--- config.mk ---
export PLATFORM = sky130hd
export DESIGN_NAME = wb_port_arbiter
export DESIGN_NICKNAME = d
export VERILOG_FILES = /design/src/rtl/wb_port_arbiter.sv
export SDC_FILE = /design/constraint.sdc
export NUM_CORES = 1
export LEC_CHECK = 0
export ABC_CLOCK_PERIOD_IN_PS = 2250
export CAP_MARGIN = 20
export CORE_ASPECT_RATIO = 0.7
export CORE_MARGIN = 10
export CORE_UTILIZATION = 35
export DETAILED_ROUTE_END_ITERATION = 7
export PLACE_DENSITY = 0.83
export SYNTH_ARGS = -nofsm -noshare
export SYNTH_HDL_FRONTEND = slang
export SYNTH_SLANG_ARGS = --single-unit
--- constraint.sdc ---
create_clock -name clk -period 2.25 [get_ports clk]
set_input_delay 0.45 -clock clk [delete_from_list [all_inputs] [get_ports clk]]
set_output_delay 0.45 -clock clk [all_outputs]
set_load 0.1 [all_outputs]
--- src/rtl/wb_port_arbiter.sv ---
// ---------------------------------------------------------------------------
// wb_port_arbiter
//
// Shares the single register-file write port between the in-order pipeline
// writeback and a long-latency unit (LU). The pipeline normally wins. A
// saturating starvation counter forces the LU through after STARVE_LIMIT lost
// cycles; the displaced pipeline write is parked in a one-entry hold buffer,
// the front of the pipe is stalled for one cycle, and the held write commits
// in the following (HOLD) cycle.
//
// Ports
//   clk, rst_n              core clock, asynchronous active-low reset
//   i_pipe_reg_write        EX/WB writeback enable
//   i_pipe_rd               EX/WB destination register
//   i_pipe_alu_result       EX/WB ALU result
//   i_pipe_mem_data         EX/WB load data
//   i_pipe_mem_to_reg       selects load data over ALU result
//   i_lu_valid/rd/data      LU result request (held stable until accepted)
//   o_lu_ready              LU result accepted this cycle
//   o_rf_we/waddr/wdata     register-file write port (combinational)
//   o_stall_req             freeze IF/EX and bubble EX/WB this cycle
//   o_hold_valid/rd/data    hold-buffer contents, for forwarding
//   o_proto_err             sticky: pipeline write arrived while in HOLD
// ---------------------------------------------------------------------------
module wb_port_arbiter #(
   parameter int STARVE_LIMIT = 4
) (
   input  logic        clk,
   input  logic        rst_n,
   input  logic        i_pipe_reg_write,
   input  logic [4:0]  i_pipe_rd,
   input  logic [31:0] i_pipe_alu_result,
   input  logic [31:0] i_pipe_mem_data,
   input  logic        i_pipe_mem_to_reg,
   input  logic        i_lu_valid,
   input  logic [4:0]  i_lu_rd,
   input  logic [31:0] i_lu_data,
   output logic        o_lu_ready,
   output logic        o_rf_we,
   output logic [4:0]  o_rf_waddr,
   output logic [31:0] o_rf_wdata,
   output logic        o_stall_req,
   output logic        o_hold_valid,
   output logic [4:0]  o_hold_rd,
   output logic [31:0] o_hold_data,
   output logic        o_proto_err
);

   // A zero limit still needs a one-bit counter to keep the logic well formed.
   localparam int            CW    = (STARVE_LIMIT > 0) ? $clog2(STARVE_LIMIT + 1) : 1;
   localparam logic [CW-1:0] LIMIT = CW'(STARVE_LIMIT);

   typedef enum logic {
      S_IDLE = 1'b0,
      S_HOLD = 1'b1
   } state_t;

   state_t        r_state;
   state_t        w_state_next;
   logic [CW-1:0] r_wait_cnt;
   logic [CW-1:0] w_wait_cnt_next;
   logic [CW-1:0] w_wait_inc;
   logic          r_hold_valid;
   logic [4:0]    r_hold_rd;
   logic [31:0]   r_hold_data;
   logic          r_proto_err;

   logic          w_pipe_req;
   logic [31:0]   w_pipe_data;
   logic          w_lu_req;
   logic          w_lu_zero;
   logic          w_forced;
   logic          w_capture;
   logic          w_we;
   logic [4:0]    w_waddr;
   logic [31:0]   w_wdata;
   logic          w_lu_ready;
   logic          w_stall;

   assign w_pipe_req  = i_pipe_reg_write && (i_pipe_rd != 5'd0);
   assign w_pipe_data = i_pipe_mem_to_reg ? i_pipe_mem_data : i_pipe_alu_result;
   assign w_lu_req    = i_lu_valid && (i_lu_rd != 5'd0);
   // Writes to x0 are architecturally discarded, so the LU is simply acked.
   assign w_lu_zero   = i_lu_valid && (i_lu_rd == 5'd0);
   assign w_forced    = (r_wait_cnt >= LIMIT);
   assign w_wait_inc  = w_forced ? r_wait_cnt : (r_wait_cnt + CW'(1));

   always_comb begin
      w_state_next    = r_state;
      w_wait_cnt_next = r_wait_cnt;
      w_we            = 1'b0;
      w_waddr         = 5'd0;
      w_wdata         = 32'd0;
      w_lu_ready      = w_lu_zero;
      w_stall         = 1'b0;
      w_capture       = 1'b0;
      case (r_state)
         S_IDLE: begin
            if (w_pipe_req && w_lu_req) begin
               if (w_forced) begin
                  // LU takes the port; pipe write is parked for next cycle.
                  w_we            = 1'b1;
                  w_waddr         = i_lu_rd;
                  w_wdata         = i_lu_data;
                  w_lu_ready      = 1'b1;
                  w_wait_cnt_next = '0;
                  w_capture       = 1'b1;
                  w_stall         = 1'b1;
                  w_state_next    = S_HOLD;
               end else begin
                  w_we            = 1'b1;
                  w_waddr         = i_pipe_rd;
                  w_wdata         = w_pipe_data;
                  w_wait_cnt_next = w_wait_inc;
               end
            end else if (w_pipe_req) begin
               w_we    = 1'b1;
               w_waddr = i_pipe_rd;
               w_wdata = w_pipe_data;
               if (!i_lu_valid) begin
                  w_wait_cnt_next = '0;
               end
            end else if (w_lu_req) begin
               w_we            = 1'b1;
               w_waddr         = i_lu_rd;
               w_wdata         = i_lu_data;
               w_lu_ready      = 1'b1;
               w_wait_cnt_next = '0;
            end else if (!i_lu_valid) begin
               w_wait_cnt_next = '0;
            end
         end
         S_HOLD: begin
            // The held write always wins; a pending LU keeps accruing wait.
            w_we         = 1'b1;
            w_waddr      = r_hold_rd;
            w_wdata      = r_hold_data;
            w_state_next = S_IDLE;
            if (w_lu_req) begin
               w_wait_cnt_next = w_wait_inc;
            end else if (!i_lu_valid) begin
               w_wait_cnt_next = '0;
            end
         end
         default: begin
            w_state_next = S_IDLE;
         end
      endcase
   end

   always_ff @(posedge clk or negedge rst_n) begin
      if (!rst_n) begin
         r_state      <= S_IDLE;
         r_wait_cnt   <= '0;
         r_hold_valid <= 1'b0;
         r_hold_rd    <= 5'd0;
         r_hold_data  <= 32'd0;
         r_proto_err  <= 1'b0;
      end else begin
         r_state    <= w_state_next;
         r_wait_cnt <= w_wait_cnt_next;
         if (w_capture) begin
            r_hold_valid <= 1'b1;
            r_hold_rd    <= i_pipe_rd;
            r_hold_data  <= w_pipe_data;
         end else if (r_state == S_HOLD) begin
            r_hold_valid <= 1'b0;
         end
         // Upstream ignored the stall: the pipe write is lost, flag it.
         if ((r_state == S_HOLD) && w_pipe_req) begin
            r_proto_err <= 1'b1;
         end
      end
   end

   // Combinational outputs are held quiet while reset is asserted.
   assign o_rf_we      = rst_n && w_we;
   assign o_rf_waddr   = rst_n ? w_waddr : 5'd0;
   assign o_rf_wdata   = rst_n ? w_wdata : 32'd0;
   assign o_lu_ready   = rst_n && w_lu_ready;
   assign o_stall_req  = rst_n && w_stall;
   assign o_hold_valid = r_hold_valid;
   assign o_hold_rd    = r_hold_rd;
   assign o_hold_data  = r_hold_data;
   assign o_proto_err  = r_proto_err;

endmodule

==> impl_metrics.env <==
export IMPL_leakage_nw=3.03
export IMPL_rows=29
export IMPL_ys_ff_latch=43
export IMPL_route_vias_total=3767
export IMPL_cp_slowest_stage_delay_ps=540
export IMPL_clock_root_buffer="clkbuf_16"
export IMPL_drt_iter0_markers=147
export IMPL_antenna_found_initial=0
export IMPL_status="finished, violations left"
export IMPL_use_met1=0.252
export IMPL_worst_slack_ps=-447
export IMPL_synth_ff_type="dfrtp_1"
export IMPL_syn_to_final_growth_pct=116
export IMPL_netlist_instances=345
export IMPL_hold_ws_ps=179
export IMPL_synth_top_cells_by_area="dfrtp_1 32%, mux2i_1 19%, o221a_1 11%, o31ai_1 7.4%, nor3b_1 7.1%"
export IMPL_pre_cts_slack_ps=-809
export IMPL_design_area_sq_um=7270
export IMPL_critPathRequiredTime_ps=1800
export IMPL_cpMostUsedCell="buf_12"
export IMPL_antenna_left=0
export IMPL_clkSinkCount=43
export IMPL_p_total_mw=3.28
export IMPL_routed_wl_um=15600
export IMPL_path_clk_slew_ps=60
export IMPL_final_max_slew_viol_count=0
export IMPL_synth_warnings=0
export IMPL_synth_commonest_cells="64 x mux2i_1, 43 x dfrtp_1, 35 x inv_1"
export IMPL_wl_per_cell_um=23.0
export IMPL_setup_violations=40
export IMPL_io_buffers=189
export IMPL_path_max_fanout=15
export IMPL_cts_tree="done"
export IMPL_r2r_slack_ps=360
export IMPL_async_flop_share=1.00
export IMPL_use_met3=0.0745
export IMPL_diodes=0
export IMPL_clock_fmax_mhz=371
export IMPL_pwr_density_cell_nw_per_um2=451
export IMPL_cp_cell_sequence="buf_8 -> or4_4 -> o211a_4 -> buf_12 -> o31ai_4 -> o221a_4 -> buf_12"
export IMPL_synth_cell_types=40
export IMPL_synth_seq_area_share=0.320
export IMPL_core_area_sq_um=9220
export IMPL_clock_latency_ps=280
export IMPL_cts_buffer_depth=2
export IMPL_post_route_util=0.789
export IMPL_syn_nets=459
export IMPL_layout_drive_gt1_share=0.437
export IMPL_io_pins=190
export IMPL_synth_avg_cell_area_sq_um=9.75
export IMPL_synth_largest_area_cell="dfrtp_1"
export IMPL_grtUsageTotal=0.211
export IMPL_max_cap_violations=0
export IMPL_period_minus_slack_ps=2700
export IMPL_rsz0062_at_grt="true"
export IMPL_drc=0
export IMPL_hold_violations=0
export IMPL_ir_drop_mv=0.330
export IMPL_slew_headroom=0.592
export IMPL_worstMarginPinSlew_ps=609
export IMPL_dp_cells=663
export IMPL_grt_max_degree=42
export IMPL_crit_type="input pin to output port"
export IMPL_fin_cells=680
export IMPL_start_kind="input pin"
export IMPL_cts_made_buffers=5
export IMPL_place_area_sq_um=6600
export IMPL_start_util=0.365
export IMPL_cts_hold_buffers=0
export IMPL_setup_tns_ps=-15170
export IMPL_finClkSkew_ps=4.56
export IMPL_grt_pass1_vias=4155
export IMPL_use_met2=0.367
export IMPL_dieArea_sq_um=14000
export IMPL_hp_class="input pin to asynchronous set/reset pin"
export IMPL_fill_cells=562
export IMPL_dp_hpwl_um=11800
export IMPL_grt_overflow_total=0
export IMPL_syn_area_sq_um=3360
export IMPL_finalCritPeriodShare=1.20
export IMPL_chipWidth_um=137
export IMPL_yosysTopAreaCellShare=0.320
export IMPL_gp_congestion=0.904
export IMPL_critPathCaptureType="output port"
export IMPL_cp_arrival_ps=2250
export IMPL_grt_pass1_wl_um=23700
export IMPL_drt_vias_per_instance=5.54
export IMPL_htree_levels=2
export IMPL_synth_edf_count=0
export IMPL_yosysMostFrequentCell="mux2i_1"
export IMPL_fp_dieH_um=102
export IMPL_busiest_layer="met2"
export IMPL_drt_pass1_iterations=4
export IMPL_violations="negative setup slack"
export IMPL_crit_slowest_cell="or4_4"
export IMPL_layout_nets=669
[critical path: cells and delay by family]
kind,cells,cell delay [ps]
AOI/OAI and AO/OA,3,780
buffers and inverters,3,460
and+or+nand+nor,1,540
[worst paths after layout]
path / from / endpoint / depth (start not counted)
worst max-delay path: i_lu_rd[3] / o_rf_wdata[8] / 7
max in group asynchronous: rst_n / o_hold_data[18] / 2
worst min register to register: o_proto_err / o_proto_err / 1
min in group clk: i_pipe_rd[3] / o_hold_rd[3] / 2
worst max register to register: r_wait_cnt[2] / o_hold_data[6] / 7
worst min-delay path: rst_n / o_proto_err / 2
[registers in the layout, summed over array words and instances (netlist names)]
register and cells:
o_hold_valid 1, o_proto_err 1, o_hold_data 32, r_state 1
o_hold_rd 5, r_wait_cnt 3
[report_power, final]
part	leakage, nW	switching [mW]	internal [mW]
clock network	0.0868	0.313	0.553
registers	0.437	0.0302	0.802
logic	2.50	0.922	0.657
[cell families after synthesis]
group	Yosys count	synth area share
simple gates	58	0.114
mux	69	0.207
buf+inv	72	0.0915
flops	43	0.320
compound gates	100	0.256
fa+ha+maj	3	0.0112
[final cells by class]
cell class | count | area (sq um) | share of cell area
Timing Repair Buffer | 238 | 2820 | 0.387
Sequential cell | 43 | 1080 | 0.148
Clock buffer | 6 | 139 | 0.0191
Clock inverter | 2 | 35.0 | 0.00482
Multi-Input combinational cell | 230 | 2910 | 0.400
Inverter | 37 | 140 | 0.0193
Tap cell | 124 | 155 | 0.0213
[per-layer routing]
metal,part of all wire,wire (um)
met5,0,0
met2,0.50,7780
met1,0.40,6300
met3,0.093,1460
met4,0.0046,72
[timing repair]
action / in CTS / in global routing
resized for setup: 88 / 20
pin swaps: 14 / 10
setup buffers: 2 / 4
setup endpoints to repair: 79 / 72
cloned: 1 / 3
[cells in the final DEF (no fill, tap or decap), types with 2 or more instances in the layout]
cell type / count
a2111oi_4: 2
a21boi_4: 2
a21o_1: 5
a21oi_1: 10
buf_12: 54
buf_2: 5
buf_4: 62
buf_6: 11
buf_8: 3
clkbuf_16: 8
clkdlybuf4s50_1: 97
clkinv_2: 2
dfrtp_1: 43
dlygate4sd2_1: 2
ha_1: 3
inv_1: 35
mux2_1: 5
mux2i_1: 64
nand2_1: 4
nand3_1: 3
nand3_2: 2
nor2_1: 5
nor3b_1: 24
nor3b_2: 7
o21ai_0: 2
o21ai_4: 3
o221a_4: 32
o31ai_2: 2
o31ai_4: 31
or4_4: 2
No activity file was read; power rests on OpenSTA's default activity.
